--- config.mk ---
export PLATFORM = sky130hd
export DESIGN_NAME = fc_word_feeder
export DESIGN_NICKNAME = d
export VERILOG_FILES = /design/src/rtl/fc_pkg.sv /design/src/rtl/fc_sync_fifo.sv /design/src/rtl/fc_word_feeder.sv
export SDC_FILE = /design/constraint.sdc
export NUM_CORES = 1
export LEC_CHECK = 0
export BUFFER_PORTS_ARGS = -buffer_cell sky130_fd_sc_hd__buf_2
export CAP_MARGIN = 30
export CELL_PAD_IN_SITES_DETAIL_PLACEMENT = 0
export CELL_PAD_IN_SITES_GLOBAL_PLACEMENT = 1
export CORE_UTILIZATION = 35
export DETAILED_ROUTE_END_ITERATION = 10
export PLACE_DENSITY = 0.53
export SETUP_SLACK_MARGIN = 0.3
export SYNTH_ARGS = -nofsm -noshare
export SYNTH_HDL_FRONTEND = slang
export SYNTH_HIERARCHICAL = 1
export SYNTH_SLANG_ARGS = --single-unit
--- constraint.sdc ---
create_clock -name FSclk -period 5.8 [get_ports FSclk]
set_clock_uncertainty 0.15 [all_clocks]
set_input_delay 1.74 -clock FSclk [delete_from_list [all_inputs] [get_ports FSclk]]
set_output_delay 1.74 -clock FSclk [all_outputs]
set_load 0.01 [all_outputs]
--- src/rtl/fc_pkg.sv ---
// Shared constants and types for the fast-cluster word feeder.
package fc_pkg;

   localparam int FC_WORD_W = 16;

   localparam logic [1:0] FC_RUN   = 2'b11;
   localparam logic [1:0] FC_FLUSH = 2'b00;

   localparam logic [FC_WORD_W-1:0] FC_SYNC_WORD = 16'hBC5C;
   localparam logic [FC_WORD_W-1:0] FC_IDLE_WORD = 16'hFFFF;

   typedef enum logic [1:0] {
      SEL_SYNC = 2'd0,
      SEL_HEAD = 2'd1,
      SEL_IDLE = 2'd2
   } fc_sel_t;

endpackage

--- src/rtl/fc_sync_fifo.sv ---
// Single-clock word FIFO with synchronous flush; a push into a full FIFO
// is accepted only when a pop frees a slot on the same edge.
module fc_sync_fifo
   import fc_pkg::*;
#(
   parameter int DEPTH = 8
) (
   input  logic                    clk,
   input  logic                    srst,
   input  logic                    flush,
   input  logic                    push,
   input  logic                    pop,
   input  logic [FC_WORD_W-1:0]    wr_data,
   output logic [FC_WORD_W-1:0]    head,
   output logic                    full,
   output logic                    empty,
   output logic [$clog2(DEPTH):0]  level
);

   localparam int PW = $clog2(DEPTH);

   logic [FC_WORD_W-1:0] mem_reg [DEPTH];
   logic [PW-1:0]        wr_ptr_reg;
   logic [PW-1:0]        rd_ptr_reg;
   logic [PW:0]          level_reg;
   logic                 do_push;
   logic                 do_pop;

   assign full    = (level_reg == (PW+1)'(DEPTH));
   assign empty   = (level_reg == '0);
   assign level   = level_reg;
   assign head    = mem_reg[rd_ptr_reg];
   assign do_pop  = pop && !empty;
   assign do_push = push && (!full || do_pop);

   always_ff @(posedge clk) begin
      if (srst || flush) begin
         wr_ptr_reg <= '0;
         rd_ptr_reg <= '0;
         level_reg  <= '0;
      end else begin
         if (do_push) wr_ptr_reg <= wr_ptr_reg + 1'b1;
         if (do_pop)  rd_ptr_reg <= rd_ptr_reg + 1'b1;
         case ({do_push, do_pop})
            2'b10:   level_reg <= level_reg + 1'b1;
            2'b01:   level_reg <= level_reg - 1'b1;
            default: level_reg <= level_reg;
         endcase
      end
   end

   // Storage carries no reset so it can map onto distributed RAM.
   always_ff @(posedge clk) begin
      if (do_push && !srst && !flush) mem_reg[wr_ptr_reg] <= wr_data;
   end

endmodule

--- src/rtl/fc_word_feeder.sv ---
// Feeds the fast-cluster serializer: queued words, periodic SYNC, IDLE fill.
module fc_word_feeder
   import fc_pkg::*;
#(
   parameter int                   DEPTH       = 8,
   parameter int                   SYNC_PERIOD = 32,
   parameter logic [FC_WORD_W-1:0] SYNC_WORD   = FC_SYNC_WORD,
   parameter logic [FC_WORD_W-1:0] IDLE_WORD   = FC_IDLE_WORD
) (
   input  logic                    FSclk,
   input  logic                    reset,
   input  logic [1:0]              control,
   input  logic                    serializing,
   input  logic                    wr_en,
   input  logic [FC_WORD_W-1:0]    wr_data,
   output logic [FC_WORD_W-1:0]    data_out,
   output logic                    load_strobe,
   output logic                    full,
   output logic                    empty,
   output logic [$clog2(DEPTH):0]  fifo_level,
   output logic                    overflow
);

   localparam int              LC_W    = (SYNC_PERIOD > 1) ? $clog2(SYNC_PERIOD) : 1;
   localparam logic [LC_W-1:0] LC_LAST = (SYNC_PERIOD > 1) ? LC_W'(SYNC_PERIOD - 1) : '0;

   logic [LC_W-1:0]      lc_reg;
   logic                 overflow_reg;
   logic [FC_WORD_W-1:0] head;
   fc_sel_t              sel;
   logic                 load;
   logic                 flush;
   logic                 push;
   logic                 pop;
   logic                 sync_due;

   assign load        = (control == FC_RUN) && !serializing;
   assign flush       = (control == FC_FLUSH);
   assign push        = wr_en && !flush;
   assign load_strobe = load;
   assign overflow    = overflow_reg;
   assign sync_due    = (SYNC_PERIOD != 0) && (lc_reg == '0);
   assign pop         = load && (sel == SEL_HEAD);

   // Selection depends only on registered state, so data_out is stable
   // between load edges apart from a write into an empty FIFO or a flush.
   always_comb begin
      sel = SEL_IDLE;
      if (sync_due)    sel = SEL_SYNC;
      else if (!empty) sel = SEL_HEAD;
   end

   always_comb begin
      data_out = IDLE_WORD;
      case (sel)
         SEL_SYNC: data_out = SYNC_WORD;
         SEL_HEAD: data_out = head;
         default:  data_out = IDLE_WORD;
      endcase
   end

   fc_sync_fifo #(
      .DEPTH (DEPTH)
   ) u_fifo (
      .clk     (FSclk),
      .srst    (reset),
      .flush   (flush),
      .push    (push),
      .pop     (pop),
      .wr_data (wr_data),
      .head    (head),
      .full    (full),
      .empty   (empty),
      .level   (fifo_level)
   );

   always_ff @(posedge FSclk) begin
      if (reset || flush) begin
         lc_reg <= '0;
      end else if (load) begin
         lc_reg <= (SYNC_PERIOD == 0 || lc_reg == LC_LAST) ? '0 : lc_reg + 1'b1;
      end
   end

   // Sticky: a flush never clears it, only reset does.
   always_ff @(posedge FSclk) begin
      if (reset) begin
         overflow_reg <= 1'b0;
      end else if (push && full && !pop) begin
         overflow_reg <= 1'b1;
      end
   end

endmodule

==> results.md, run 1 <==
* Result of the run: finished clean
* Worst Hold Slack at roughly 0.38 ns
* Synth warn at 6
* List of cells traversed by the critical path: buf_4 -> mux4_1 -> mux2_2 -> or3_1 -> buf_2
* Top_reg_cell synth: edfxtp_1
* R2r worst-path depth at 11
* Worst setup EP type: output port
* Port Buf Inserts at 45
* Height of the chip at 134.7 microns
* Number of nets in the final layout at 430
* I/O pin count at 46
* H-Tree Depth at 4
* Synthesis-to-finish area growth at 18.16%
* Startpoint type of the worst setup path: register
* Reg2reg end: u_fifo/mem_reg[1][13]$_DFFE_PP_
* Critical path arrival at 2.83 ns
* Clock root cell: clkbuf_16
* Syn Area/Cell at about 19 sq um
* Share of flip-flops with an asynchronous set or reset at 0
* Standard-cell rows at 48
* Max reg flops at 128
* Final Cycle Share at 0.8144
* Final Critical Period at 4.723 ns
* Achievable Freq at 0.2117 GHz
* Residual DRC at 0
* Largest driver fanout on the critical path at 22
* Netlist cell types at 50
* Crit path max-delay family: multiplexers
* Req. time, crit path at 3.91 ns
* Master of the slowest instance on the critical path: mux4_1
* Worst min-delay path class: reg -> reg
* Transition time at the pin with the least slew margin at 0.9135 ns
* Number of standard cells in the final layout excluding fillers at ~640
* Detailed-routing iteration count for the pre-antenna-repair pass at 4
* Synth top area cells: edfxtp_1, mux4_1, dfxtp_1
* Vias at approximately 3,100
* Post-synthesis cell count at 332
* Class of the most critical setup path: reg -> out
* Largest net degree at the start of global routing at 23
* Areal power density over the cells at 301.3 mW/mm^2
* Wire length of the first global-routing pass at 18,320 microns
* Clk pin slew, worst setup/hold paths at 0.06 ns
* Final setup vio count at 0
* Hold-fix buffers, CTS at 0
* Via count of the first global-routing pass at 3,174
* Final Wtd Congestion at 0.7099
* Antenna diode count at 0
* Sequential fraction of the synthesis area at 0.6851
* Final slew viol count at 0
* Worst-skew pair later-pin latency at about 0.4 ns
* Commonest cells in the netlist: edfxtp_1, nor2_1, mux4_1
* Synth Cell Area at between 0.006 and 0.007 sq mm
* Num CTS Buffers at 17
* Clock tree from TritonCTS: done
* Area enclosed by the die boundary at 0.01815 sq mm
* Per-cell routed wire length at around 19 microns
* WP depth at 5
* Final Routed Wirelength at 12,010 microns
* Fin util at 0.4227
* Flops & latches, synth at 147
* Floorplan die width at 134.7 microns
* Count of routing violations after the opening detailed-route iteration at roughly 190
* Buffers inserted during post-CTS setup optimization at 0
* Max Root-Sink Buffers at 2
* GRT Util Overall at 0.1438
* Maximum capacitance violations at 0
* Total grt overflow at 0
* Worst reg2reg setup slack at 2.27 ns
* RSZ-0062 raised after global routing: no
* Leak pwr at 2.484 nW
* Cell depth of the worst min-delay path at 2
* EDFF count, synth at around 130
* Sink count of the clock tree at ~150
* Max incr delay on CP at 0.60 ns
* Relative slew slack at 0.3887
* Worst path bufs/invs at 2
* Post-synth top area share at 0.6234
* Starting Density at 0.3577
* Number of endpoints with negative hold slack in the final report at 0
* Worst ir drop on vdd at around 0.00021 V
* Number of gates resized after CTS at 0
* Dominant cell by count in the synthesized netlist: edfxtp_1
* Core Footprint at 0.01724 sq mm
* Start point of the worst hold path: u_fifo/rd_ptr_reg[2]$_SDFFE_PP0N_
* Final HPWL DP at 7598 microns
* Setup Total Neg Slack at 0 ns
* Detail-routed via count per cell at roughly 4.9
* # fillers at 1,542
* Post-synthesis net count at 362
* Library cell occupying the most area in the post-synthesis netlist: edfxtp_1
* Startpoint of the lowest-slack register-to-register path: lc_reg[0]$_SDFFE_PP0N_
* Number of nets with antenna violations after routing at 0
* Fraction of final layout cells with drive strength greater than 1 at 0.3002
* Number of cells after detailed placement at 606
* Initial antenna violation count at 1
## through the flow
| step | total power, mW | area, sq um | setup WS [ns] |
|---|---|---|---|
| 6_report | 2.195 | 7286 | 1.077 |
| 3_3_place_gp | 1.266 | 6726 | 1.286 |
| 4_1_cts | 2.222 | 7286 | 1.021 |
| 2_1_floorplan | 1.225 | 6166 | 1.233 |
| 5_1_grt | 2.273 | 7286 | 0.9587 |
| 3_5_place_dp | 1.270 | 6765 | 1.284 |
## cell families (layout without fill, tap and decap cells)
kind of cell	after synthesis	after routing	share of synthesized area
AO/OA/AOI/OAI	18	18	0.02415
adder cells (fa/ha/maj)	8	8	0.01745
XOR/XNOR	9	9	0.01278
AND/OR/NAND/NOR	76	76	0.06737
flip-flops	147	147	0.6851
buffers and inverters	22	103	0.02354
multiplexers	52	52	0.1696
## final cells by class
| class | instances | area, sq um | area share |
|---|---|---|---|
| flip-flops and latches | 147 | 4225 | 0.5799 |
| clock inverters | 12 | 83.83 | 0.01151 |
| clock buffers | 20 | 436.7 | 0.05993 |
| multi-input cells | 163 | 1807 | 0.2480 |
| inverters | 8 | 30.03 | 0.004122 |
| well taps | 225 | 281.5 | 0.03864 |
| repair buffers | 63 | 421.7 | 0.05787 |
## cells in the final DEF (no fill, tap or decap), types with 5 or more instances in the layout
master       n
buf_2       45
inv_1        7
nor2_1      35
mux2_2      16
xnor2_1      5
buf_4       13
edfxtp_1   128
ha_1         7
nand2_1      5
mux4_1      28
dfxtp_1     18
or3_1       12
clkbuf_16   17
## worst max path at each step
stage | startpoint | end
5_1_grt | register | data_out[13]
6_report | register | data_out[11]
3_5_place_dp | serializing | u_fifo/mem_reg[4][3]$_DFFE_PP_
4_1_cts | register | data_out[11]
3_3_place_gp | serializing | u_fifo/mem_reg[4][3]$_DFFE_PP_
2_1_floorplan | serializing | u_fifo/mem_reg[4][0]$_DFFE_PP_
## per-layer routing
metal  share of wire  vias to the layer above  GRT usage
li1                -                     1483          -
met1            0.47                     1595     0.1791
met2            0.49                       47     0.2400
met3           0.033                        5    0.04467
met4          0.0082                        0    0.04307
met5               0                        -          0
## worst min-delay path: stages, from the launching register on
cell     delay [ns]
dfxtp_1        0.32
xor2_1         0.06
nor2_1         0.11
## power breakdown
group / total [mW] / internal [mW] / switching (mW)
Clock: 0.950 / 0.545 / 0.405
Combinational: 0.0818 / 0.0307 / 0.0511
Sequential: 1.16 / 1.16 / 0.00582
Total: 2.20 / 1.73 / 0.462
(Power assumes the default switching activity.)
==> run 2: changes to the inputs <==
- ABC_AREA: default -> 1
- PLACE_DENSITY: 0.53 -> 0.56
- clock period: 5.8 -> 4.6 ns (I/O delays scaled with it)
==> run 2 against run 1 <==
  * Clock power is 26% higher
  * Count of clock-buffer cells in the layout is 1 lower
  * Synthesized area is 0.10% lower
  * Sequential cell count stayed put
  * Core utilization is 0.66 points lower
  * Non-clock buffer count stayed put
  * Worst hold slack worse by 0.080 ns
==> results.md, run 2 <==
* Result of the run: finished clean
* Post-synthesis cell count at roughly 500
* Synthesis-to-finish area growth at 16.43%
* Top_reg_cell synth: edfxtp_1
* EDFF count, synth at roughly 130
* Largest net degree at the start of global routing at 40
* Achievable Freq at about 0.26 GHz
* Final slew viol count at 0
* Commonest cells in the netlist: edfxtp_1, nand2_1, nor2_1
* H-Tree Depth at 4
* Detailed-routing iteration count for the pre-antenna-repair pass at 4
* Total grt overflow at 0
* Number of standard cells in the final layout excluding fillers at 799
* Number of nets with antenna violations after routing at 0
* Detail-routed via count per cell at 4.836
* Number of endpoints with negative hold slack in the final report at 0
* Fraction of final layout cells with drive strength greater than 1 at 0.1812
* Share of flip-flops with an asynchronous set or reset at 0
* Post-synth top area share at 0.6240
* Transition time at the pin with the least slew margin at 0.7618 ns
* Library cell occupying the most area in the post-synthesis netlist: edfxtp_1
* Worst-skew pair later-pin latency at 0.41 ns
* Max reg flops at between 100 and 150
* Via count of the first global-routing pass at between 3,000 and 4,000
* Setup Total Neg Slack at 0 ns
* Post-synthesis net count at 535
* Antenna diode count at 0
* Final setup vio count at 0
* Areal power density over the cells at 388.1 mW/mm^2
* Clk pin slew, worst setup/hold paths at 0.05 ns
* Count of routing violations after the opening detailed-route iteration at between 150 and 200
* Final Cycle Share at 0.8360
* Netlist cell types at 29
* RSZ-0062 raised after global routing: no
* Synth warn at 6
* Height of the chip at 134.7 microns
* GRT Util Overall at 0.1531
* Port Buf Inserts at 45
* Worst min-delay path class: reg -> reg
* Number of cells after detailed placement at 771
* Final HPWL DP at 8147 microns
* Number of nets in the final layout at 595
* Most Used Layer, Global Route: met2
* Critical path arrival at approximately 2.3 ns
* Commonest cells after routing, fill and taps aside: edfxtp_1, nand2_1, nor2_1
* Commonest non-fill, non-tap cell in the layout: edfxtp_1
* Met3 Track Usage GR at 0.04017
* List of cells traversed by the critical path: buf_4 -> mux2i_1 -> o22ai_1 -> nand2_1 -> nand2_1 -> or2_1 -> buf_2
* Class of the most critical setup path: reg -> out
* Sequential cell area at ~0.0042 sq mm
* Total area of multi-input combinational cells at 0.001689 sq mm
* Grt met2 use at 0.2517
* Dominant cell by count in the synthesized netlist: edfxtp_1
* Core Footprint at 0.01724 sq mm
* Floorplan die width at about 130 microns
* Synth top area cells: edfxtp_1, dfxtp_1, mux2i_1
* Standard-cell rows at 48
* Vias at 3,864
* Area enclosed by the die boundary at 0.01813 sq mm
* Residual DRC at 0
* Clock tree from TritonCTS: done
* Flops & latches, synth at 147
* Sink count of the clock tree at 147
* Clock root cell: clkbuf_16
* Maximum capacitance violations at 0
* Master of the slowest instance on the critical path: dfxtp_2
* Final Routed Wirelength at 13,070 microns
* Req. time, crit path at slightly above 3 ns
* I/O pin count at 46
* Number of gates resized after CTS at 0
* Initial antenna violation count at 1
* Startpoint type of the worst setup path: register
* Synth Cell Area at 0.006160 sq mm
* Worst ir drop on vdd at 0.0002460 V
* Worst setup EP type: output port
* Final Wtd Congestion at 0.6943
* Max Root-Sink Buffers at 2
* Leak pwr at 2.528 nW
* Met1 track demand over resource in global routing at 0.1947
* Relative slew slack at 0.4916
* # fillers at 1,584
* Wire length of the first global-routing pass at 20,230 microns
* Num CTS Buffers at 17
* Largest driver fanout on the critical path at 29
* Most numerous cell on the critical path: nand2_1
* Max incr delay on CP at 0.60 ns
* Buffers inserted during post-CTS setup optimization at 0
* Final Critical Period at 3.845 ns
* Sequential fraction of the synthesis area at 0.6858
* Starting Density at 0.3574
* Hold-fix buffers, CTS at 0
* Overall Power at 2.784 mW
* Per-cell routed wire length at 16.36 microns
* Syn Area/Cell at 12.20 sq um
==> run 2: cell types whose count changed in the layout (fill, tap and decap cells not counted), moves of 11 or more <==
cell	previous run	this run
nand2_1	5	72
o21ai_0	1	30
mux4_1	28	0
o22ai_1	0	32
o21ai_1	0	11
inv_1	7	29
mux2i_1	4	32
mux2_2	16	0
nor2_1	35	69
or3_1	12	0
==> run 2: kinds of logic after synthesis <==
group | synth area share
buf+inv | 0.04327
fa+ha+maj | 0.01747
xor+xnor | 0.001422
flops | 0.6858
compound gates | 0.07556
simple gates | 0.1245
mux | 0.05200
==> run 2: worst max-delay path: cells and delay by family, from the launching register on <==
family                 cells  cell delay, ns
buffers and inverters      2            0.60
DFF                        1            0.60
and+or+nand+nor            3            0.37
muxes                      1            0.25
AOI/OAI and AO/OA          1            0.08
==> run 2: area by class of cell <==
type,count,area share
inverter,30,0.01570
timing repair buffer,63,0.05024
multi-input combinational,306,0.2355
tap,225,0.03925
sequential,147,0.5893
clock buffer,19,0.06036
clock inverter,9,0.009595
==> run 2: metrics by stage <==
step	hold WS, ns	instance area [sq um]	utilization	setup slack [ns]
2_1_floorplan	0.2831	6160	-	0.6429
3_3_place_gp	0.2841	6670	0.3870	1.119
3_5_place_dp	0.3007	6670	0.3870	1.103
4_1_cts	0.3105	7172	0.4161	0.7016
5_1_grt	0.3263	7172	0.4161	0.5613
6_report	0.3040	7172	0.4161	0.7545
==> run 2: final timing paths <==
check	startpoint	end	slack, ns	depth (start not counted)
setup reg to reg	u_fifo/level[2]$_SDFFE_PP0P_	u_fifo/mem_reg[7][2]$_DFFE_PP_	1.90	13
hold reg to reg	overflow$_SDFFE_PP0P_	overflow$_SDFFE_PP0P_	0.30	2
hold / removal	overflow$_SDFFE_PP0P_	overflow$_SDFFE_PP0P_	0.30	2
setup / recovery	register	data_out[6]	0.75	7
==> run 2: where the power goes <==
group	leakage [nW]	switching, mW	internal [mW]
Combinational	0.973	0.0777	0.0373
Clock	0.246	0.479	0.719
Sequential	1.31	0.00773	1.46
Total	2.53	0.564	2.22
==> run 2: layer usage <==
layer  wire (microns)  vias to the layer above
met5               14                        -
met4              172                        2
met3              396                       15
met2             6341                       58
met1             6146                     1879
li1                 -                     1910
